[src/rtl/uart_pkg.sv]
// Shared definitions for the memory-mapped UART transmitter: FSM states,
// register offsets inside the 16-byte window and STATUS bit layout.
package uart_pkg;

    typedef enum logic [1:0] {
        ST_IDLE  = 2'd0,
        ST_START = 2'd1,
        ST_DATA  = 2'd2,
        ST_STOP  = 2'd3
    } tx_state_e;

    localparam logic [31:0] REG_TXDATA = 32'h0000_0000;
    localparam logic [31:0] REG_STATUS = 32'h0000_0004;
    localparam logic [31:0] WINDOW_SIZE = 32'd16;

    localparam int STAT_BUSY    = 0;
    localparam int STAT_FULL    = 1;
    localparam int STAT_EMPTY   = 2;
    localparam int STAT_OVF     = 3;
    localparam int STAT_CNT_LSB = 4;
    localparam int STAT_CNT_W   = 4;

    function automatic logic [31:0] pack_status(
        input logic                  busy,
        input logic                  full,
        input logic                  empty,
        input logic                  ovf,
        input logic [STAT_CNT_W-1:0] cnt
    );
        logic [31:0] s;
        s                             = '0;
        s[STAT_BUSY]                  = busy;
        s[STAT_FULL]                  = full;
        s[STAT_EMPTY]                 = empty;
        s[STAT_OVF]                   = ovf;
        s[STAT_CNT_LSB +: STAT_CNT_W] = cnt;
        return s;
    endfunction

endpackage

[src/rtl/sync_fifo.sv]
// Single-clock FIFO with combinational head read. A push while full is
// accepted only when a pop happens on the same edge.
module sync_fifo #(
    parameter int DATA_W = 8,
    parameter int DEPTH  = 8,
    localparam int PTR_W = (DEPTH > 1) ? $clog2(DEPTH) : 1,
    localparam int CNT_W = $clog2(DEPTH + 1)
) (
    input  logic              clk,
    input  logic              rst_n,
    input  logic              push,
    input  logic [DATA_W-1:0] wr_data,
    input  logic              pop,
    output logic [DATA_W-1:0] rd_data,
    output logic              full,
    output logic              empty,
    output logic [CNT_W-1:0]  count
);

    logic [DATA_W-1:0] mem [DEPTH];
    logic [PTR_W-1:0]  wr_ptr_q, wr_ptr_d;
    logic [PTR_W-1:0]  rd_ptr_q, rd_ptr_d;
    logic [CNT_W-1:0]  count_q, count_d;
    logic              push_ok;
    logic              pop_ok;

    assign full    = (count_q == CNT_W'(DEPTH));
    assign empty   = (count_q == '0);
    assign count   = count_q;
    assign rd_data = mem[rd_ptr_q];

    assign push_ok = push && (!full || pop);
    assign pop_ok  = pop && !empty;

    always_comb begin
        wr_ptr_d = wr_ptr_q + PTR_W'(push_ok);
        rd_ptr_d = rd_ptr_q + PTR_W'(pop_ok);
        count_d  = count_q + CNT_W'(push_ok) - CNT_W'(pop_ok);
    end

    always_ff @(posedge clk) begin
        if (!rst_n) begin
            wr_ptr_q <= '0;
            rd_ptr_q <= '0;
            count_q  <= '0;
        end else begin
            wr_ptr_q <= wr_ptr_d;
            rd_ptr_q <= rd_ptr_d;
            count_q  <= count_d;
        end
    end

    // Storage is never reset; the pointers alone define what is valid.
    always_ff @(posedge clk) begin
        if (push_ok) begin
            mem[wr_ptr_q] <= wr_data;
        end
    end

endmodule

[src/rtl/mmio_uart_tx.sv]
// Memory-mapped 8N1 UART transmitter: TXDATA pushes bytes into a FIFO that a
// start/data/stop FSM drains onto tx, STATUS reports FIFO and FSM state.
module mmio_uart_tx
    import uart_pkg::*;
#(
    parameter logic [31:0] BASE_ADDR    = 32'h0000_8000,
    parameter int          CLKS_PER_BIT = 16,
    parameter int          FIFO_DEPTH   = 8
) (
    input  logic        clk,
    input  logic        reset,
    input  logic        MemWrite,
    input  logic [31:0] ADR,
    input  logic [31:0] WriteData,
    output logic [31:0] RdData,
    output logic        Sel,
    output logic        tx
);

    localparam int CNT_W     = $clog2(FIFO_DEPTH + 1);
    localparam int BIT_CNT_W = $clog2(CLKS_PER_BIT);
    localparam logic [BIT_CNT_W-1:0] BIT_LAST = BIT_CNT_W'(CLKS_PER_BIT - 1);

    logic [31:0]          offset;
    logic                 wr_en;
    logic                 push;
    logic                 pop;
    logic                 ovf_clr;
    logic                 ovf_evt;
    logic                 overflow_q, overflow_d;
    logic                 fifo_full;
    logic                 fifo_empty;
    logic [CNT_W-1:0]     fifo_count;
    logic [7:0]           fifo_rd_data;
    logic [31:0]          status;
    logic                 unused_wdata;

    tx_state_e            state_q;
    logic [BIT_CNT_W-1:0] bit_cnt_q;
    logic [2:0]           bit_idx_q;
    logic [7:0]           shift_q;
    logic                 tx_q;
    logic                 bit_end;

    // Unsigned wrap makes addresses below the base fall outside the window.
    assign offset = ADR - BASE_ADDR;
    assign Sel    = (offset < WINDOW_SIZE);

    assign wr_en   = reset && MemWrite && Sel;
    assign push    = wr_en && (offset == REG_TXDATA);
    assign ovf_clr = wr_en && (offset == REG_STATUS) && WriteData[STAT_OVF];
    assign ovf_evt = push && fifo_full && !pop;

    assign unused_wdata = ^WriteData[31:8];

    assign bit_end = (bit_cnt_q == BIT_LAST);
    assign pop     = !fifo_empty &&
                     ((state_q == ST_IDLE) || ((state_q == ST_STOP) && bit_end));

    sync_fifo #(
        .DATA_W (8),
        .DEPTH  (FIFO_DEPTH)
    ) u_fifo (
        .clk     (clk),
        .rst_n   (reset),
        .push    (push),
        .wr_data (WriteData[7:0]),
        .pop     (pop),
        .rd_data (fifo_rd_data),
        .full    (fifo_full),
        .empty   (fifo_empty),
        .count   (fifo_count)
    );

    // A drop on the same edge as a clear leaves the flag set.
    always_comb begin
        overflow_d = overflow_q;
        if (ovf_clr) begin
            overflow_d = 1'b0;
        end
        if (ovf_evt) begin
            overflow_d = 1'b1;
        end
    end

    always_ff @(posedge clk) begin
        if (!reset) begin
            overflow_q <= 1'b0;
        end else begin
            overflow_q <= overflow_d;
        end
    end

    always_ff @(posedge clk) begin
        if (!reset) begin
            state_q   <= ST_IDLE;
            tx_q      <= 1'b1;
            bit_cnt_q <= '0;
            bit_idx_q <= '0;
        end else begin
            bit_cnt_q <= ((state_q == ST_IDLE) || bit_end) ? '0 : bit_cnt_q + 1'b1;
            case (state_q)
                ST_IDLE: begin
                    if (pop) begin
                        state_q <= ST_START;
                        tx_q    <= 1'b0;
                        shift_q <= fifo_rd_data;
                    end
                end
                ST_START: begin
                    if (bit_end) begin
                        state_q   <= ST_DATA;
                        bit_idx_q <= '0;
                        tx_q      <= shift_q[0];
                        shift_q   <= {1'b0, shift_q[7:1]};
                    end
                end
                ST_DATA: begin
                    if (bit_end) begin
                        bit_idx_q <= bit_idx_q + 3'd1;
                        if (bit_idx_q == 3'd7) begin
                            state_q <= ST_STOP;
                            tx_q    <= 1'b1;
                        end else begin
                            tx_q    <= shift_q[0];
                            shift_q <= {1'b0, shift_q[7:1]};
                        end
                    end
                end
                ST_STOP: begin
                    // Chain straight into the next start bit when data is queued.
                    if (bit_end) begin
                        if (pop) begin
                            state_q <= ST_START;
                            tx_q    <= 1'b0;
                            shift_q <= fifo_rd_data;
                        end else begin
                            state_q <= ST_IDLE;
                        end
                    end
                end
                default: begin
                    state_q <= ST_IDLE;
                    tx_q    <= 1'b1;
                end
            endcase
        end
    end

    assign tx = tx_q;

    assign status = pack_status(state_q != ST_IDLE, fifo_full, fifo_empty,
                                overflow_q, STAT_CNT_W'(fifo_count));

    always_comb begin
        RdData = '0;
        if (Sel && (offset == REG_STATUS)) begin
            RdData = status;
        end
    end

endmodule

[config.mk]
export PLATFORM = sky130hd
export DESIGN_NAME = mmio_uart_tx
export DESIGN_NICKNAME = d
export VERILOG_FILES = /design/src/rtl/uart_pkg.sv /design/src/rtl/sync_fifo.sv /design/src/rtl/mmio_uart_tx.sv
export SDC_FILE = /design/constraint.sdc
export NUM_CORES = 1
export LEC_CHECK = 0
export CORE_UTILIZATION = 45
export CTS_BUF_LIST = sky130_fd_sc_hd__clkbuf_8 sky130_fd_sc_hd__clkbuf_16
export CTS_CLUSTER_DIAMETER = 60
export DETAILED_ROUTE_END_ITERATION = 6
export DONT_BUFFER_PORTS = 1
export PLACE_DENSITY = 0.64
export SLEW_MARGIN = 20
export SYNTH_ARGS = -nofsm -noshare
export SYNTH_HDL_FRONTEND = slang
export SYNTH_HIERARCHICAL = 1
export SYNTH_SLANG_ARGS = --single-unit
[constraint.sdc]
create_clock -name clk -period 3.5 [get_ports clk]
set_clock_uncertainty 0.15 [all_clocks]
set_input_delay 0.175 -clock clk [delete_from_list [all_inputs] [get_ports clk]]
set_output_delay 0.175 -clock clk [all_outputs]
set_load 0.005 [all_outputs]
# == Word level (Yosys, flattened, before mapping) ==
# Memories as Yosys holds them, arrays and structs flattened. A register that Yosys moved wholly into a read port is not among the register bits.
# Cells that the tools add are included.
# word_totals
in_bits,67
out_inout_bits,34
memories,1
ram_bits,64
ff_bits,29
# memory_table
memory,words,word_bits,rd,rd_ports_with_merged_regs,write_ports,line_no,source
u_fifo.mem,8,8,1,1,1,sync_fifo.sv:20,logic [DATA_W-1:0] mem [DEPTH];
# op_classes
n_reduce_logical,29
n_mux,28
bitwise,1
n_lt_le_gt_ge,1
eq_ne,13
addsub,7
# ops
op,n
8-bit 2-to-1 mux,6
32-bit by 3-bit == test with 1-bit output (second input constant),1
32-bit zero test,1
32-bit by 5-bit less-than comparator with 1-bit output (second input constant),1
8-bit one-hot mux with 4 select lines,1
32-bit by 16-bit subtractor with 32-bit output (second input constant),1
1-bit logical AND,12
2-bit != test (second input constant),6
1-bit 2-to-1 mux,10
2-bit 2-to-1 mux,5
5-bit AND reduction,2
3-bit 2-to-1 mux,3
4-bit == test (second input constant),2
2-bit one-hot mux with 4 select lines,1
3-bit by 1-bit adder with 3-bit output,2
3-bit one-hot mux with 2 select lines,1
3-bit AND reduction,2
2-bit nonzero test,3
4-bit by 1-bit adder with 4-bit output,1
4-bit by 1-bit adder with 4-bit output (second input constant),1
2-bit == test (second input constant),2
4-bit zero test,1
1-bit one-hot mux with 4 select lines,1
4-bit by 1-bit subtractor with 4-bit output,1
other kinds (8),12

# == Depth between registers and ports, before layout ==
# Gate-level depths: netlist of run 1.
# depth
depth_word,8
mapped_depth,15
depth_no_buf,14

# == Hierarchy ==
# Netlist of run 1, hierarchy kept.
# modules_own_cells
mod,cells_per_inst,n_inst,area_per_inst_um2
sync_fifo,155,1,3051.7
mmio_uart_tx,191,1,1581.5

# == Worst setup path after synthesis of run 1 ==
# No wires, ideal clock.
# synth_timing
path_kind,input to register
startpoint,in ADR[15]
endpoint,"reg u_fifo.count_q[2], in the netlist u_fifo/count[2]"
path_slack_ns,0.123
setup_time_ns,0.115
arrival_time_ns,3.112
stages,14
n_path_buf,1
t_required_ns,3.235
cell_sequence,inv_1 ha_1 clkbuf_1 or3b_4 a2111oi_4 o211ai_4 nor3_1 o21ai_1 ha_1 inv_1 ha_1 fa_1 xor2_1 and2_1
# synth_via
elab_chain_cells,7
word_cells_on_any_way,8
classes_between,3 x add/sub; 1 x order compare; 4 x reduce/logical
# synth_lines
item,line_no,source
start: declaration,mmio_uart_tx.sv:13,"input logic [31:0] ADR,"
32-bit by 16-bit subtractor with 32-bit output (*),mmio_uart_tx.sv:46,assign offset = ADR - BASE_ADDR;
32-bit by 5-bit less-than comparator with 1-bit output,mmio_uart_tx.sv:47,assign Sel = (offset < WINDOW_SIZE);
1-bit logical AND,mmio_uart_tx.sv:49,assign wr_en = reset && MemWrite && Sel;
1-bit logical AND (*),mmio_uart_tx.sv:50,assign push = wr_en && (offset == REG_TXDATA);
named net push,mmio_uart_tx.sv:26,logic push;
1-bit logical AND (*),sync_fifo.sv:32,assign push_ok = push && (!full || pop);
4-bit by 1-bit adder with 4-bit output (*),sync_fifo.sv:38,count_d = count_q + CNT_W'(push_ok) - CNT_W'(pop_ok);
4-bit by 1-bit subtractor with 4-bit output (*),sync_fifo.sv:38,
end signal: assignment,sync_fifo.sv:49,count_q <= count_d;
end: declaration,sync_fifo.sv:23,"logic [CNT_W-1:0] count_q, count_d;"
# The timed path passes the listed nets; every way through them passes the cells marked *.
# A chain may end at the register's enable or synchronous reset.

# == Worst setup path after layout of run 1 ==
# layout_timing
startpoint,in ADR[23]
endpoint,"reg u_fifo.count_q[2], in the netlist u_fifo/count[2]"
# Same word-level chain as after synthesis.

==> run_results.csv, run 1 <==
group,metric,value,unit
worst_setup_path,reg2reg_from,"bit_cnt_q[0]",
finish,multi_input_area,1840,um2
yosys,synth.top_cells.by_count,"sky130_fd_sc_hd__edfxtp_1, sky130_fd_sc_hd__nand2_1, sky130_fd_sc_hd__buf_4, sky130_fd_sc_hd__dfxtp_1, sky130_fd_sc_hd__ha_1",
worst_setup_path,crit_path_cell_trace,"or4_1 > nor4_1 > a21boi_0 > o211ai_4 > nor3_1 > o21ai_1 > ha_1 > inv_1 > ha_1 > fa_1 > xor2_1 > and2_1",
yosys,netlist.top_cell.by_area,"sky130_fd_sc_hd__edfxtp_1",
sta,fmax,319,MHz
placement,io_buffer_count,0,
yosys,syn-instance-count,346,
finish,postLayoutCoreUtil,51.1,%
clocking,h_tree_depth,3,
worst_setup_path,timing.critical_path.from,"ADR[23]",
sta,slew-limit-headroom,49.6,%
global_routing,use_met2,24.7,%
floorplan,floorplan.io_pins,101,
yosys,dominantRegCellSynth,"sky130_fd_sc_hd__edfxtp_1",
sta,final_max_slew_viol_count,0,
routing,routed_wire_length_per_instance,15.8,um
sta,rsz0062_at_grt,"false",
worst_setup_path,worstPathMaxFanout,4,
clocking,clock_insertion_delay_at_the_later_pin_of_the_skew_report,0.36,ns
clocking,clockRootBuffer,"sky130_fd_sc_hd__clkbuf_8",
sta,final.setup.tns,0,ns
worst_setup_path,critical_path.top_delay_family,"simple AND/OR/NAND/NOR gates",
placement,post_dp_cell_area,4740,um2
finish,post_layout_nonfiller_instances,507,
worst_hold_path,min-delay-start,"ADR[19]",
finish,nets,456,
yosys,asyncSetResetFlopFracSynth,0,%
worst_setup_path,critPathRequiredTime,3.61,ns
sta,hold_viol,0,
yosys,postSynthAreaPerCell,13.4,um2
finish,antenna_cells_inserted,0,
power,powerDensity,536,nW/um2
floorplan,floorplan.initialDensity,47.0,%
routing,drt_first_pass_iters,5,
floorplan,fp.dieH,103,um
power,irDropWorstVdd,0.000281,V
placement,hpwlAfterDp,5470,um
clocking,cts.path.max_buffers,2,
floorplan,core_region_area,9860,um2
worst_setup_path,rr_endpoint,"u_fifo/count[2]",
clocking,tritoncts_num_sinks,93,
worst_setup_path,rr_worst_depth,11,
yosys,post-synth-top-count-cell,"sky130_fd_sc_hd__edfxtp_1",
worst_setup_path,crit_type,"input pin to register",
global_routing,grt_antenna_before_repair,0,
worst_hold_path,min_delay_worst_endpoint,"overflow_q",
finish,area.growth.synth_to_final,8.78,%
yosys,multiplexer_area_fraction_after_synthesis,11.4,%
worst_setup_path,worst-endpoint-arrival,3.24,ns
routing,detail_route.drc_violations,0,
worst_hold_path,cell_depth_of_the_worst_min_delay_path,5,
worst_setup_path,endpoint_kind,"register",
global_routing,vias_in_the_first_global_route,2440,
yosys,ys_seq_elements,93,
yosys,synth_largest_type_area_fraction,46.7,%
placement,worst_setup_slack_post_dpl,0.0535,ns
yosys,yosys-top-cells-area,"sky130_fd_sc_hd__edfxtp_1, sky130_fd_sc_hd__dfxtp_1, sky130_fd_sc_hd__mux4_1, sky130_fd_sc_hd__ha_1, sky130_fd_sc_hd__buf_4",
clocking,clk_pin_slew_worst_paths,0.10,ns
yosys,synth-seq-area-share,55.7,%
global_routing,globalRoute.totalOverflow,0,
placement,gp_routability_congestion,0.760,
global_routing,groute.layer.met1.usage,22.1,%
job,cap_violations,0,
worst_setup_path,critical-path-max-stage-delay,0.58,ns
floorplan,die_width,103,um
finish,filler_instances,843,
routing,route.final.wire_length,8000,um
routing,postRouteAntennaNets,0,
sta,finalCriticalPeriod,3.13,ns
yosys,main_combinational_cell_family_by_area_after_synthesis,"simple AND/OR/NAND/NOR gates",
floorplan,num_rows,36,
routing,route.detailed.vias_per_inst,5.29,
worst_setup_path,critPathLaunchType,"input pin",
routing,drt_iter0_drc,121,
worst_setup_path,r2r_slack,0.59,ns
yosys,synth_edf_count,72,
sta,final-setup-viol-count,0,
worst_setup_path,slowest_stage,"sky130_fd_sc_hd__or4_1",
sta,postLayoutSetupSlackWorst,0.370,ns
global_routing,grtUsageTotal,15.8,%
clocking,tritoncts_buffer_count,9,
global_routing,grt_start_max_net_pins,23,
status,result_of_the_run,"completed",
power,power_leakage,0.00181,uW
yosys,synth-xor-area-share,1.32,%
global_routing,use_met3,3.09,%
yosys,yosysWarnings,6,
yosys,synth_compound_area_share,6.00,%
finish,drive_gt1_share,12.8,%
worst_setup_path,worst-path-buf-inv,1,
clocking,tritoncts,"built",
global_routing,gr-max-usage-layer,"met2",
placement,place_inst,480,
yosys,synth_simple_gate_area_share,13.5,%
yosys,yosys.area_share.adder,5.56,%
sta,measured_slew_at_the_worst_slew_check_pin,0.755,ns
worst_setup_path,path_common_cell,"sky130_fd_sc_hd__ha_1",
yosys,synth_cell_type_count,58,
finish,layout.area.seq,2580,um2
worst_hold_path,hp-class,"input pin to register",
sta,final.period_utilization,89.4,%
floorplan,die-area,10700,um2
routing,vias,2680,
finish,final_design_area_no_fill,5040,um2
yosys,syn-cell-area,4630,um2
global_routing,grt_first_pass_wirelength,12200,um
-- flip-flops by register name (all words and copies together) (netlist names) --
| signal | cells |
|---|---|
| u_fifo/wr_ptr_q | 3 |
| overflow_q | 1 |
| bit_cnt_q | 4 |
| state_q | 2 |
| bit_idx_q | 3 |
| u_fifo/mem | 64 |
| shift_q | 8 |
| tx | 1 |
| u_fifo/rd_ptr_q | 3 |
| u_fifo/count | 4 |
-- metrics by stage --
stage | power (uW) | hold WS, ns
after floorplan | 1920 | 0.124
after global placement | 2020 | 0.104
after detailed placement | 2040 | 0.104
after CTS | 2730 | 0.109
after global routing | 2880 | 0.142
final | 2700 | 0.124
-- layout by cell type (no fill, tap or decap), drive strengths merged, types with 3 or more instances in the layout --
cell type,n
edfxtp,72
nand2,29
conb,24
dfxtp,21
ha,19
inv,17
mux4,16
buf,15
nor2,15
nor3,14
o21ai,13
and2,12
dlygate4sd3,11
clkbuf,9
and3,8
mux2,8
nor4,6
nor2b,6
xor2,5
nand3,5
a21oi,3
or4,3
nand4b,3
nand2b,3
-- timing repair --
action / 4_1_cts / 5_1_grt
hold buffers: 11 / 0
buffers inserted: 0 / 0
gates resized for setup: 0 / 0
endpoints found under the hold margin: 86 / 0
-- routing by layer --
layer  up-vias  part of all wire, %
met5         -                    0
met4         0                  1.2
met3        10                  2.6
met2        41                   48
met1      1325                   48
li1       1304                    -
-- where the power goes --
group / internal, uW / switching (uW) / total, uW
Clock: 274 / 402 / 676
Combinational: 301 / 346 / 647
Sequential: 1310 / 70.5 / 1380
Total: 1880 / 818 / 2700
-- tightest hold or removal path, delay by kind of cell --
family	cells	cell delay (ns)
AOI/OAI and AO/OA	3	0.25
and+or+nand+nor	1	0.05
buffers and inverters	1	0.13
-- cell type report --
class | instances | share of cell area [%]
Sequential cell | 93 | 51.2
Multi-Input combinational cell | 227 | 36.5
Timing Repair Buffer | 26 | 4.42
Tap cell | 133 | 3.30
Clock buffer | 9 | 2.46
Clock inverter | 7 | 1.22
Inverter | 12 | 0.894
-- cell families after synthesis --
family	after synthesis
simple gates	114
flops	93
buf+inv	49
mux	26
xor+xnor	7
compound gates	36
other cells	1
fa+ha+maj	20
-- how the worst max path moves through the flow --
| stage | slack, ns | to | cells past startpoint |
|---|---|---|---|
| floorplan | 0.12 | u_fifo/count[2] | 14 |
| global placement | 0.06 | u_fifo/count[2] | 12 |
| detailed placement | 0.05 | u_fifo/count[2] | 12 |
| CTS | 0.43 | u_fifo/count[2] | 12 |
| global route | 0.15 | u_fifo/count[2] | 12 |
| finish | 0.37 | u_fifo/count[2] | 12 |
Power figures use the tool's default switching activity.
==> run 2: changes to the inputs <==
--- a/config.mk
+++ b/config.mk
@@ -5,12 +5,11 @@
 export SDC_FILE = /design/constraint.sdc
 export NUM_CORES = 1
 export LEC_CHECK = 0
-export CORE_UTILIZATION = 45
+export CORE_UTILIZATION = 40
 export CTS_BUF_LIST = sky130_fd_sc_hd__clkbuf_8 sky130_fd_sc_hd__clkbuf_16
 export CTS_CLUSTER_DIAMETER = 60
 export DETAILED_ROUTE_END_ITERATION = 6
 export DONT_BUFFER_PORTS = 1
-export PLACE_DENSITY = 0.64
 export SLEW_MARGIN = 20
 export SYNTH_ARGS = -nofsm -noshare
 export SYNTH_HDL_FRONTEND = slang
==> run_results.csv, run 2 (synthesized netlist as in run 1, its figures left out) <==
group,metric,value,unit
status,result_of_the_run,"completed",
global_routing,grt_antenna_before_repair,0,
clocking,h_tree_depth,3,
worst_setup_path,timing.critical_path.from,"ADR[23]",
worst_setup_path,worstPathMaxFanout,4,
worst_hold_path,min-delay-start,"ADR[19]",
worst_hold_path,min_delay_worst_endpoint,"overflow_q",
global_routing,vias_in_the_first_global_route,2507,
worst_hold_path,cell_depth_of_the_worst_min_delay_path,5,
clocking,clk_pin_slew_worst_paths,0.06,ns
sta,measured_slew_at_the_worst_slew_check_pin,0.834,ns
finish,max_ffs_per_register,64,
floorplan,num_rows,38,
worst_setup_path,critPathLaunchType,"input pin",
worst_setup_path,crit_type,"input pin to register",
routing,route.detailed.vias_per_inst,5.16,
finish,layout_common_cells,"sky130_fd_sc_hd__edfxtp_1, sky130_fd_sc_hd__nand2_1, sky130_fd_sc_hd__conb_1",
clocking,postCtsSetupBuffers,0,
worst_setup_path,critPathRequiredTime,3.59,ns
placement,io_buffer_count,0,
floorplan,die_width,110,um
finish,reg.largest.list,"u_fifo/mem x64, shift_q x8",
power,switchingPower,828,uW
routing,drt_first_pass_iters,4,
sta,postLayoutSetupSlackWorst,0.344,ns
worst_hold_path,hp-class,"input pin to register",
sta,final_max_slew_viol_count,0,
sta,fmax,317,MHz
placement,worst_setup_slack_post_dpl,-0.00171,ns
worst_setup_path,rr_endpoint,"u_fifo/count[2]",
worst_setup_path,crit_path_cell_trace,"or4_1 > nor4_1 > a21boi_0 > o211ai_4 > nor3_1 > o21ai_1 > ha_1 > inv_1 > ha_1 > fa_1 > xor2_1 > and2_1",
job,cap_violations,0,
worst_setup_path,worst-endpoint-arrival,3.24,ns
finish,registers.top_by_ff_count,"u_fifo/mem",
power,internal_power,2170,uW
floorplan,floorplan.io_pins,101,
floorplan,core_region_area,11100,um2
worst_setup_path,rr_worst_depth,11,
floorplan,floorplan.initialDensity,41.8,%
sta,final.period_utilization,90.2,%
worst_setup_path,slowest_stage,"sky130_fd_sc_hd__or4_1",
routing,routed_wire_length_per_instance,16.2,um
routing,drt_iter0_drc,155,
finish,drive_gt1_share,12.6,%
worst_setup_path,critical-path-max-stage-delay,0.59,ns
power,power_frac_clock,32.3,%
routing,vias,2649,
power,powerDensity,580,nW/um2
finish,antenna_cells_inserted,0,
power,fin_total_pwr,2990,uW
finish,area.growth.synth_to_final,11.3,%
finish,most_common_cell_after_layout_fill_and_taps_aside,"sky130_fd_sc_hd__edfxtp_1",
worst_setup_path,reg2reg_from,"bit_cnt_q[0]",
clocking,clockRootBuffer,"sky130_fd_sc_hd__clkbuf_16",
routing,route.final.wire_length,8310,um
global_routing,grt_first_pass_wirelength,12900,um
sta,rsz0062_at_grt,"false",
clocking,cts.path.max_buffers,2,
global_routing,globalRoute.totalOverflow,0,
routing,postRouteAntennaNets,0,
clocking,tritoncts_num_sinks,93,
sta,slew-limit-headroom,44.4,%
power,seq_power_share,45.9,%
clocking,clock_insertion_delay_at_the_later_pin_of_the_skew_report,0.34,ns
sta,hold_viol,0,
placement,hpwlAfterDp,5540,um
finish,nets,456,
clocking,cts-hold-fix-buffers,11,
power,power.switching_fraction,27.7,%
power,irDropWorstVdd,0.000353,V
floorplan,die-area,12000,um2
clocking,ctsResizeCount,0,
global_routing,grtUsageTotal,14.8,%
clocking,tritoncts_buffer_count,9,
placement,gp_routability_congestion,0.711,
finish,filler_instances,981,
power,p_comb_share,21.8,%
global_routing,grt_start_max_net_pins,23,
power,power_leakage,0.00186,uW
worst_setup_path,endpoint_kind,"register",
routing,detail_route.drc_violations,0,
floorplan,fp.dieH,110,um
clocking,tritoncts,"built",
sta,finalCriticalPeriod,3.16,ns
worst_setup_path,r2r_slack,0.65,ns
sta,final-setup-viol-count,0,
worst_setup_path,path_common_cell,"sky130_fd_sc_hd__ha_1",
## run 2: layout make-up
type | instances | area, um2 | area share [%]
sequential | 93 | 2580 | 50.1
multi-input combinational | 227 | 1840 | 35.6
clock buffer | 9 | 225 | 4.37
timing repair buffer | 26 | 223 | 4.32
tap | 140 | 175 | 3.40
clock inverter | 6 | 70.1 | 1.36
inverter | 12 | 45.0 | 0.873
## run 2: how the worst max path moves through the flow
stage,end,cells after the start,slack [ns]
floorplan,u_fifo/count[2],14,0.12
detailed placement,u_fifo/count[2],12,-0.002
CTS,u_fifo/count[2],12,0.37
global placement,u_fifo/count[2],12,0.05
global route,u_fifo/count[2],12,0.20
finish,u_fifo/count[2],12,0.34
## run 2: critical path: cells and delay by family
kind	cells	cell delay, ns
xor+xnor	1	0.14
compound gates	3	0.62
buf+inv	1	0.04
simple gates	4	1.38
fa+ha+maj	3	0.87
## run 2: layer usage
layer / routed length (um) / part of all wire (%) / track usage, %
met5: 0 / 0 / 0
met1: 3920 / 47 / 19.5
met3: 268 / 3.2 / 2.90
met4: 79 / 0.95 / 6.29
met2: 4030 / 49 / 23.9
## run 2: stage by stage
stage	cell area (um2)	util, %	cells	TNS, ns	hold slack [ns]
after floorplan	4720	-	369	0	0.124
after global placement	4750	42.9	487	0	0.104
after detailed placement	4750	42.9	487	-0.00171	0.112
after CTS	5160	46.6	513	0	0.130
after global routing	5160	46.6	513	0	0.184
final	5160	46.6	513	0	0.142
## run 2: power by group through the flow
| stage | Sequential (uW) | Clock (uW) | Combinational (uW) |
|---|---|---|---|
| 6_report | 1370 | 968 | 652 |
| 5_1_grt | 1390 | 1030 | 741 |
| 4_1_cts | 1380 | 988 | 659 |
| 3_5_place_dp | 1400 | 0 | 636 |
| 3_3_place_gp | 1400 | 0 | 626 |
| 2_1_floorplan | 1370 | 0 | 548 |
